<file path="src/rtl/dmem_bus_arbiter.sv">
// Round-robin arbiter sharing one data-memory/peripheral slave port between the
// per-core load/store units; completion or timeout is reported to the winner only.
module dmem_bus_arbiter #(
  parameter int NUM_MASTERS    = 2,
  parameter int TIMEOUT_CYCLES = 255
) (
  input  logic                     clk,
  input  logic                     rst_n,
  input  logic [NUM_MASTERS-1:0]   m_req,
  input  logic [NUM_MASTERS-1:0]   m_we,
  input  logic [32*NUM_MASTERS-1:0] m_addr,
  input  logic [32*NUM_MASTERS-1:0] m_wdata,
  input  logic [4*NUM_MASTERS-1:0] m_be,
  output logic [NUM_MASTERS-1:0]   m_ack,
  output logic                     m_err,
  output logic [31:0]              m_rdata,
  output logic                     s_req,
  output logic                     s_we,
  output logic [31:0]              s_addr,
  output logic [31:0]              s_wdata,
  output logic [3:0]               s_be,
  input  logic                     s_ack,
  input  logic [31:0]              s_rdata
);

  localparam int IDX_W = (NUM_MASTERS > 2) ? 2 : 1;
  localparam logic [15:0] CNT_LAST = 16'(TIMEOUT_CYCLES - 1);
  localparam logic [IDX_W-1:0] LAST_IDX = IDX_W'(NUM_MASTERS - 1);

  typedef enum logic [1:0] {IDLE, BUSY, RESP} state_e;

  state_e                 state_q, state_d;
  logic [IDX_W-1:0]       lastGrant_q, lastGrant_d;
  logic [15:0]            cnt_q, cnt_d;
  logic                   sReq_q, sReq_d;
  logic                   sWe_q, sWe_d;
  logic [31:0]            sAddr_q, sAddr_d;
  logic [31:0]            sWdata_q, sWdata_d;
  logic [3:0]             sBe_q, sBe_d;
  logic [NUM_MASTERS-1:0] mAck_q, mAck_d;
  logic                   mErr_q, mErr_d;
  logic [31:0]            mRdata_q, mRdata_d;

  logic [31:0] addrArr  [NUM_MASTERS];
  logic [31:0] wdataArr [NUM_MASTERS];
  logic [3:0]  beArr    [NUM_MASTERS];

  for (genvar g = 0; g < NUM_MASTERS; g++) begin : gUnpack
    assign addrArr[g]  = m_addr[32*g +: 32];
    assign wdataArr[g] = m_wdata[32*g +: 32];
    assign beArr[g]    = m_be[4*g +: 4];
  end

  logic             anyReq;
  logic [IDX_W-1:0] winner;
  logic [IDX_W-1:0] candIdx;
  int               cand;

  // Walk offsets from farthest to nearest so the closest requester after lastGrant wins.
  always_comb begin
    anyReq  = 1'b0;
    winner  = lastGrant_q;
    candIdx = '0;
    cand    = 0;
    for (int k = NUM_MASTERS; k >= 1; k--) begin
      cand = int'(lastGrant_q) + k;
      if (cand >= NUM_MASTERS) cand = cand - NUM_MASTERS;
      candIdx = IDX_W'(cand);
      if (m_req[candIdx]) begin
        anyReq = 1'b1;
        winner = candIdx;
      end
    end
  end

  logic timeoutHit;
  assign timeoutHit = (cnt_q == CNT_LAST);

  always_ff @(posedge clk or negedge rst_n) begin
    if (!rst_n) begin
      state_q     <= IDLE;
      lastGrant_q <= LAST_IDX;
      cnt_q       <= '0;
      sReq_q      <= 1'b0;
      sWe_q       <= 1'b0;
      sAddr_q     <= '0;
      sWdata_q    <= '0;
      sBe_q       <= '0;
      mAck_q      <= '0;
      mErr_q      <= 1'b0;
      mRdata_q    <= '0;
    end else begin
      state_q     <= state_d;
      lastGrant_q <= lastGrant_d;
      cnt_q       <= cnt_d;
      sReq_q      <= sReq_d;
      sWe_q       <= sWe_d;
      sAddr_q     <= sAddr_d;
      sWdata_q    <= sWdata_d;
      sBe_q       <= sBe_d;
      mAck_q      <= mAck_d;
      mErr_q      <= mErr_d;
      mRdata_q    <= mRdata_d;
    end
  end

  always_comb begin
    state_d = state_q;
    case (state_q)
      IDLE:    if (anyReq) state_d = BUSY;
      BUSY:    if (s_ack || timeoutHit) state_d = RESP;
      RESP:    state_d = IDLE;
      default: state_d = IDLE;
    endcase
  end

  // Ack/err default low so they pulse only for the single RESP cycle.
  always_comb begin
    lastGrant_d = lastGrant_q;
    cnt_d       = cnt_q;
    sReq_d      = sReq_q;
    sWe_d       = sWe_q;
    sAddr_d     = sAddr_q;
    sWdata_d    = sWdata_q;
    sBe_d       = sBe_q;
    mAck_d      = '0;
    mErr_d      = 1'b0;
    mRdata_d    = mRdata_q;
    case (state_q)
      IDLE: begin
        if (anyReq) begin
          lastGrant_d = winner;
          cnt_d       = '0;
          sReq_d      = 1'b1;
          sWe_d       = m_we[winner];
          sAddr_d     = addrArr[winner];
          sWdata_d    = wdataArr[winner];
          sBe_d       = beArr[winner];
        end
      end
      BUSY: begin
        cnt_d = cnt_q + 16'd1;
        if (s_ack) begin
          mRdata_d            = s_rdata;
          mAck_d[lastGrant_q] = 1'b1;
          sReq_d              = 1'b0;
        end else if (timeoutHit) begin
          mRdata_d            = '0;
          mAck_d[lastGrant_q] = 1'b1;
          mErr_d              = 1'b1;
          sReq_d              = 1'b0;
        end
      end
      default: ;
    endcase
  end

  assign s_req   = sReq_q;
  assign s_we    = sWe_q;
  assign s_addr  = sAddr_q;
  assign s_wdata = sWdata_q;
  assign s_be    = sBe_q;
  assign m_ack   = mAck_q;
  assign m_err   = mErr_q;
  assign m_rdata = mRdata_q;

endmodule
</file>
<file path="config.mk">
export PLATFORM = sky130hd
export DESIGN_NAME = dmem_bus_arbiter
export DESIGN_NICKNAME = d
export VERILOG_FILES = /design/src/rtl/dmem_bus_arbiter.sv
export SDC_FILE = /design/constraint.sdc
export NUM_CORES = 1
export LEC_CHECK = 0
export ABC_CLOCK_PERIOD_IN_PS = 2120
export CAP_MARGIN = 40
export CORE_UTILIZATION = 40
export DETAILED_ROUTE_END_ITERATION = 10
export GPL_TIMING_DRIVEN = 0
export PLACE_DENSITY = 0.81
export SYNTH_ARGS = -nofsm -noshare
export SYNTH_HDL_FRONTEND = slang
export SYNTH_SLANG_ARGS = --single-unit
export TNS_END_PERCENT = 5
</file>
<file path="constraint.sdc">
create_clock -name clk -period 2.12 [get_ports clk]
set_input_delay 0.424 -clock clk [delete_from_list [all_inputs] [get_ports clk]]
set_output_delay 0.424 -clock clk [all_outputs]
set_load 0.1 [all_outputs]
</file>
# --- Word-level counts from Yosys, hierarchy flattened ---
# Cells that the tools add are included.
word_totals:
  register_bits: 124
  input_bits: 175
  output_inout_bits: 105
classes:
  add_sub_neg: 5
  magnitude_cmp: 8
  n_eq_ne: 5
  n_mux: 40
  bitwise: 1
  n_reduce_logical: 10
op_table:
  columns: ["op", "n"]
  rows:
  - ["32-bit two-way mux", 8]
  - ["16-bit case mux with 2 select lines", 1]
  - ["1-bit two-way mux", 19]
  - ["16-bit by 1-bit adder with 16-bit output (second input constant)", 1]
  - ["16-bit by 8-bit equality test with 1-bit output (second input constant)", 1]
  - ["16-bit two-way mux", 1]
  - ["4-bit two-way mux", 3]
  - ["2-bit two-way mux", 5]
  - ["1-bit by 2-bit < comparator with 1-bit output (second input constant)", 4]
  - ["2-bit AND reduction", 4]
  - ["2-bit greater-or-equal comparator (second input constant)", 2]
  - ["2-bit inequality test (second input constant)", 2]
  - ["2-bit case mux with 2 select lines", 1]
  - ["2-bit nonzero test", 2]
  - ["1-bit by 2-bit adder with 3-bit output (second input constant)", 1]
  - ["3-bit by 2-bit greater-or-equal comparator with 1-bit output (second input constant)", 1]
  - ["3-bit inequality test (second input constant)", 1]
  - ["3-bit AND reduction", 1]
  - ["1-bit by 1-bit adder with 2-bit output (second input constant)", 1]
  - ["2-bit by 1-bit equality test with 1-bit output (second input constant)", 1]
  - ["2-bit logical NOT", 1]
  - ["1-bit NOT with 2-bit output", 1]
  - ["1-bit case mux with 2 select lines", 1]
  - ["1-bit subtractor (second input constant)", 2]
  - ["other kinds (4)", 4]

# --- Logic depth before layout (Yosys ltp) ---
# Gate-level depths: netlist of the first run.
logic_depth:
  ltp_word: 11
  ltp_mapped: 7
  depth_no_buf: 6

# --- Worst setup path before layout of the first run ---
# OpenSTA, ideal clock, no wires.
synth_timing:
  path_kind: "register to register"
  from: "register cnt_q[0]"
  to: "register mRdata_q[25], in the netlist m_rdata[25]"
  setup_ps: 122
  t_arrival_ps: 1512
  t_required_ps: 1998
  path_slack_ps: 486
  stages_incl_launch_ff: 8
  path_cell_list: "dfrtp_1 > inv_1 > ha_1 > nor4b_1 > and4b_1 > o21ai_4 > buf_6 > a22o_1"
synth_via:
  elab_chain_cells: 3
synth_lines:
  columns: ["element", "line", "source"]
  rows:
  - ["start: declaration", "34", "logic [15:0] cnt_q, cnt_d;"]
  - ["start signal: assignment", "95", "cnt_q <= cnt_d;"]
  - ["16-bit by 8-bit equality test with 1-bit output", "77", "assign timeoutHit = (cnt_q == CNT_LAST);"]
  - ["2-bit nonzero test (no line)", null, null]
  - ["2-bit AND reduction (no line)", null, null]
  - ["end signal: assignment", "103", "mRdata_q <= mRdata_d;"]
  - ["end: declaration", "42", "logic [31:0] mRdata_q, mRdata_d;"]
# No other way between the ends.
# A chain may end at the register's enable or synchronous reset.

# --- Worst setup path in the final report of the first run ---
layout_timing:
  from: "register sAddr_q[17], in the netlist s_addr[17]"
  to: "output s_addr[17]"
layout_lines:
  columns: ["element", "line", "source"]
  rows:
  - ["start: declaration", "37", "logic [31:0] sAddr_q, sAddr_d;"]
  - ["start signal: assignment", "98", "sAddr_q <= sAddr_d;"]
  - ["end: declaration", "19", "output logic [31:0] s_addr,"]
# No word-level cell between the ends.

==> results of run 1 <==
[cells by family (layout without fill, tap and decap cells)]
logic type,Yosys count,count (layout)
muxes,75,75
DFF,124,124
adders and majority gates,2,2
AOI/OAI and AO/OA,127,127
buffers and inverters,41,459
xor gates and xnor gates,1,1
and+or+nand+nor,122,122
[cell usage after synthesis (all sizes together)]
master and number:
nor4 4, mux2i 75, nor4b 2, nand3 4
and2 2, a21oi 4, nor3 3, dfstp 1
o22ai 1, a31oi 4, and3 3, inv 6
nor4bb 1, a22o 32, nor2b 1, buf 25
and4b 1, a21o 1, nand4 5, o41ai 1
dfrtp 123, o21ai 79, o21a 1, xnor2 1
or4 1, o31ai 2, nor2 6, o311ai 1
a211o 1, ha 2, nand2b 2, clkbuf 10
nand2 87
[worst max-delay path, cell delays in order (launching register included)]
cell and delay (ns):
dfrtp_1 0.37, clkdlybuf4s50_1 0.62, buf_16 0.20
[stage by stage]
step                      hold slack [ns]  setup slack [ns]  util [%]  cell area [um^2]
final                               0.481            0.0894      84.6             11200
after floorplan                     0.128             0.486         -              5430
after global placement              0.462             -3.96      63.8              8440
after detailed placement            0.440            -0.566      80.2             10600
after global routing                0.501          0.000724      84.6             11200
after CTS                           0.482            0.0281      84.5             11200
[cell type report]
cell class	instances	area, um^2	area share (%)
Timing Repair Buffer	386	4980	44.5
Sequential cell	124	3100	27.7
Multi-Input combinational cell	327	2130	19.0
Clock buffer	25	495	4.42
Tap cell	176	220	1.97
Buffer	35	178	1.59
Clock inverter	7	62.6	0.559
Inverter	6	22.5	0.201
[sequential cells by signal (all words and copies together), names as in the netlist]
name,flops
cnt_q,16
s_wdata,32
s_req,1
m_err,1
state_q,2
s_be,4
m_ack,2
lastGrant_q,1
s_addr,32
m_rdata,32
s_we,1
[path summary, 6_finish.rpt]
check / slack [ns] / startpoint / cells past startpoint / to
min: 0.48 / s_wdata[19] / 2 / s_wdata[19]
max: 0.09 / s_addr[17] / 2 / s_addr[17]
max reg2reg: 0.11 / lastGrant_q / 6 / s_wdata[30]
min reg2reg: 0.48 / s_wdata[19] / 2 / s_wdata[19]
min in group asynchronous: 0.56 / rst_n / 2 / cnt_q[6]
max in group asynchronous: 0.82 / rst_n / 3 / lastGrant_q
[repair_timing]
action,4_1_cts,5_1_grt
hold buffers,1,0
endpoints found under the setup margin,20,21
hold endpoints to repair,2,0
resized for setup,1,2
[per-layer routing]
layer	track usage, %	vias to the layer above
li1	-	2558
met2	59.8	322
met1	32.7	2822
met3	6.47	71
met5	0	-
met4	15.8	0
==> metrics, run 1 <==
status finished clean; DR iter-0 viols 374; drt pass-1 iters 5; RePlAce Congestion 0.877; simple-gate share of the synthesized area 10.1%; Final Hold Fails 0; placed insts 1053; crit end category primary output; global-route usage over all layers 31.6%; CTS tree done; met3 wire len 1200 um; total gr overflow 0; CP max FO 2; crit path kind flop to primary output; first-pass GRT wire length 33400 um; f_max 492 MHz; max cap viols 0; CP required 1.70 ns; H-Tree Depth 4; latest clock arrival within the worst-skew pair 0.41 ns; syn nets 669; Slew headroom 59.2%; largest family of logic cells by synthesized area compound AO/OA/AOI/OAI gates; Startpoint Class flop; most frequent cells in the layout clkdlybuf4s50_1, dfrtp_1, nand2_1, mux2i_1, o21ai_0; ranking of synthesized cells by area dfrtp_1, mux2i_1, o21ai_0; Top-Level Pins 280; Metal-1 WL 7550 um; count of cell types in the netlist 39; Initial Utilization 41.0%; layout cell share with drive strength beyond 1 17.6%; vias in the first global route 6293; syn avg cell area 11.0 um^2; crit share post-route 95.8%; initial antenna violation count 0; CTS Sinks 124; ANT nets after route 0; Max Slew Vio Count 0; final WL 21700 um; Post CTS Setup Buffer Count 0; crit path DAT 1.61 ns; FILL cells 639; mapped cell area 5430 um^2; sequential area share after synthesis 57.2%; worst slew pin tran 0.607 ns; cell taking the most area after synthesis dfrtp_1; Worst Hold Class flop to flop; final setup TNS 0 ns; most common cell after layout, fill and taps aside clkdlybuf4s50_1; Core Box Area 13200 um^2; die span in y 119 um; post-synthesis register bit count 124; Layout Nets 1074; CTS clk-pin slew, worst paths 0.05 ns; Max Root-Sink Buffers 2; highest routed layer met4; DRC Markers 0; cts bufs inserted 17; DP HPWL 16600 um; Synth Area in XOR/XNOR 0.161%; post-synth top area share 56.7%; Die ar. 14000 um^2; Syn Inst Count 492; Adder-Cell Fraction of Synth Area 0.461%; # rows 42; CTS Root Cell clkbuf_16; P&R area growth vs syn 106%; largest net degree at the start of global routing 64; Tmin final 2.03 ns; DR vias/cell 5.32; Synth Area in Compound Gates 14.6%; # diodes 0; Die Width 119 um; RSZ-0062 raised after global routing no; I/O Buffers 279; met2 wire len 12000 um; mux cell area share after synthesis 13.8%; post-DR wirelength/cell 20.0 um; Warnings, synthesis 0; clk_skew 0.00672 ns; total number of vias 5773; fin cells 1086; Setup-failing EPs final 0
Power of run 1 is left out: the tool's default activity adds up to more than one toggle a clock period on the data nets, which glitch-free logic cannot reach.
==> run 2: changes to the inputs <==
Settings changed: CAP_MARGIN 40 to 20.
==> run 2 against run 1 <==
Compared with the run above:
- the flow now finishes with violations (hold timing)
- core utilization fell by 17 points
- clock skew increased by 0.0012 ns
- via count decreased by 13%
- fmax is 2.6% lower
- design area is 20% lower
- worst setup slack worse by 0.054 ns
- wire length is 24% lower
- non-clock buffer count decreased by 106
- sequential share of layout area is 7.1 points higher
- first-iteration DRC count is 39% lower
- final cell count decreased by 9.8%
- global-route usage is 7.1 points lower
- highest routed layer unchanged
==> metrics, run 2 (synthesis gave the netlist of run 1 again) <==
Startpoint Class flop; # rows 42 (unchanged); Initial Utilization 41.0% (unchanged); Die Width 119 um (unchanged); Fin Hold WS -0.0128 ns (-0.494 ns); Die ar. 14000 um^2 (unchanged); worst slew pin tran 1.02 ns (+0.411 ns); CTS tree done; Slew headroom 32.4% (-27 points); crit-path cells clkdlybuf4s15_1; fin cells 980 (-9.8%); Worst path depth 1 (-1); CP required 1.70 ns (about the same); DR vias/cell 5.13 (-3.5%); Worst setup endpoint s_wdata[15]; status finished, violations left; drt pass-1 iters 4 (-1); crit path kind flop to primary output; CTS Sinks 124 (unchanged); initial antenna violation count 0 (unchanged); layout cell share with drive strength beyond 1 6.72% (-11 points); Max Root-Sink Buffers 2 (unchanged); max cap viols 0 (unchanged); Max Slew Vio Count 0 (unchanged); Worst Hold Class input pin to asynchronous set/reset pin; CTS clk-pin slew, worst paths 0.05 ns (about the same); total gr overflow 0 (unchanged); Post CTS Setup Buffer Count 0 (unchanged); Tmin final 2.08 ns (+0.0542 ns); total number of vias 5027 (-13%); CP max FO 2 (unchanged); hold_buf cts 0 (-1); H-Tree Depth 4 (unchanged); CTS Root Cell clkbuf_16; DP HPWL 12700 um (-24%); Layout Nets 968 (-9.9%); Core Box Area 13200 um^2 (unchanged); crit share post-route 98.3% (+2.6 points); R2R Setup Slk 0.24 ns (+0.13 ns); P&R area growth vs syn 64.3%; # diodes 0 (unchanged); ANT nets after route 0 (unchanged); cell family with most CP delay buffers and inverters; Reg area 3100 um^2 (unchanged); cells on worst reg2reg path 6 (unchanged); DRC Markers 0 (unchanged); post-DR wirelength/cell 16.8 um (-16%); I/O Buffers 279 (unchanged); worst r2r src lastGrant_q; most common cell after layout, fill and taps aside clkdlybuf4s50_1; FILL cells 1057 (+65%); Final Hold Fails 9 (+9); first-pass GRT wire length 26400 um (-21%); RSZ-0062 raised after global routing no; Setup-failing EPs final 0 (unchanged); violated checks hold timing; Setup crit start s_wdata[15]; RR Endpoint s_addr[7]; RePlAce Congestion 0.877 (unchanged); die span in y 119 um (unchanged); largest net degree at the start of global routing 64 (unchanged); CP max-delay cell clkdlybuf4s15_1; CP peak stage delay 0.85 ns (+0.23 ns); f_max 480 MHz (-2.6%); most frequent cells in the layout clkdlybuf4s50_1, dfrtp_1, dlygate4sd2_1, nand2_1, mux2i_1; global-route usage over all layers 24.5% (-7.1 points); final core area utilization 67.4% (-17 points); Top-Level Pins 280 (unchanged); crit path DAT 1.66 ns (+0.05 ns); cts bufs inserted 17 (unchanged); clk_skew 0.00796 ns (+0.00124 ns); latest clock arrival within the worst-skew pair 0.41 ns (about the same); placed insts 948 (-10%); vias in the first global route 5150 (-18%); final WL 16500 um (-24%); Worst Path Buf+Inv 1 (-1); DR iter-0 viols 229 (-39%); crit end category primary output; Multi-input gate area 2130 um^2 (unchanged)
[run 2: worst min-delay path by stage]
| stage | startpoint | endpoint | slack, ns | depth (start not counted) |
|---|---|---|---|---|
| 4_1_cts | rst_n | m_ack[0] | 0.002 | 1 |
| 6_report | rst_n | m_ack[0] | -0.01 | 1 |
| 5_1_grt | rst_n | m_ack[0] | 0.03 | 1 |
| 3_5_place_dp | rst_n | m_ack[0] | 0.44 | 1 |
| 3_3_place_gp | s_addr[10] | s_addr[10] | 0.46 | 2 |
| 2_1_floorplan | rst_n | cnt_q[0] | 0.13 | 0 |
[run 2: repair_timing]
item,in CTS,in global routing
endpoints found under the setup margin,106,27
gates resized for setup,109,10
hold endpoints to repair,0,0
[run 2: per-stage QoR]
step	worst slack, ns	cell area, um^2	hold slack [ns]	TNS [ns]
floorplan	0.486	5430	0.128	0
global placement	-3.96	8440	0.462	-506.38
detailed placement	-0.418	8470	0.445	-21.35
CTS	0.000340	8910	0.00245	0
global route	0.00224	8920	0.0274	0
finish	0.0352	8920	-0.0128	0
[run 2: worst register-to-register path, cell delays in order (launching register included)]
cell	delay (ns)
dfstp_2	0.59
nand2_1	0.06
o21ai_0	0.07
clkbuf_2	0.26
buf_2	0.35
mux2i_1	0.29
o21ai_0	0.12
[run 2: cell type report]
class	count	area share [%]
clock inverters	9	1.35
clock buffers	23	5.02
multi-input cells	327	23.9
well taps	176	2.47
flip-flops and latches	124	34.8
plain buffers	35	1.99
repair buffers	280	30.2
inverters	6	0.252
[run 2: metal layers]
layer / wire length, um / track usage [%] / part of all wire [%] / vias up
met5: 0 / 0 / 0 / -
met4: 566 / 11.7 / 3.4 / 0
met3: 1100 / 6.81 / 6.7 / 40
met2: 8640 / 43.6 / 52 / 216
met1: 6170 / 26.9 / 37 / 2419
li1: - / - / - / 2352
Power of run 2 is left out for the same reason.
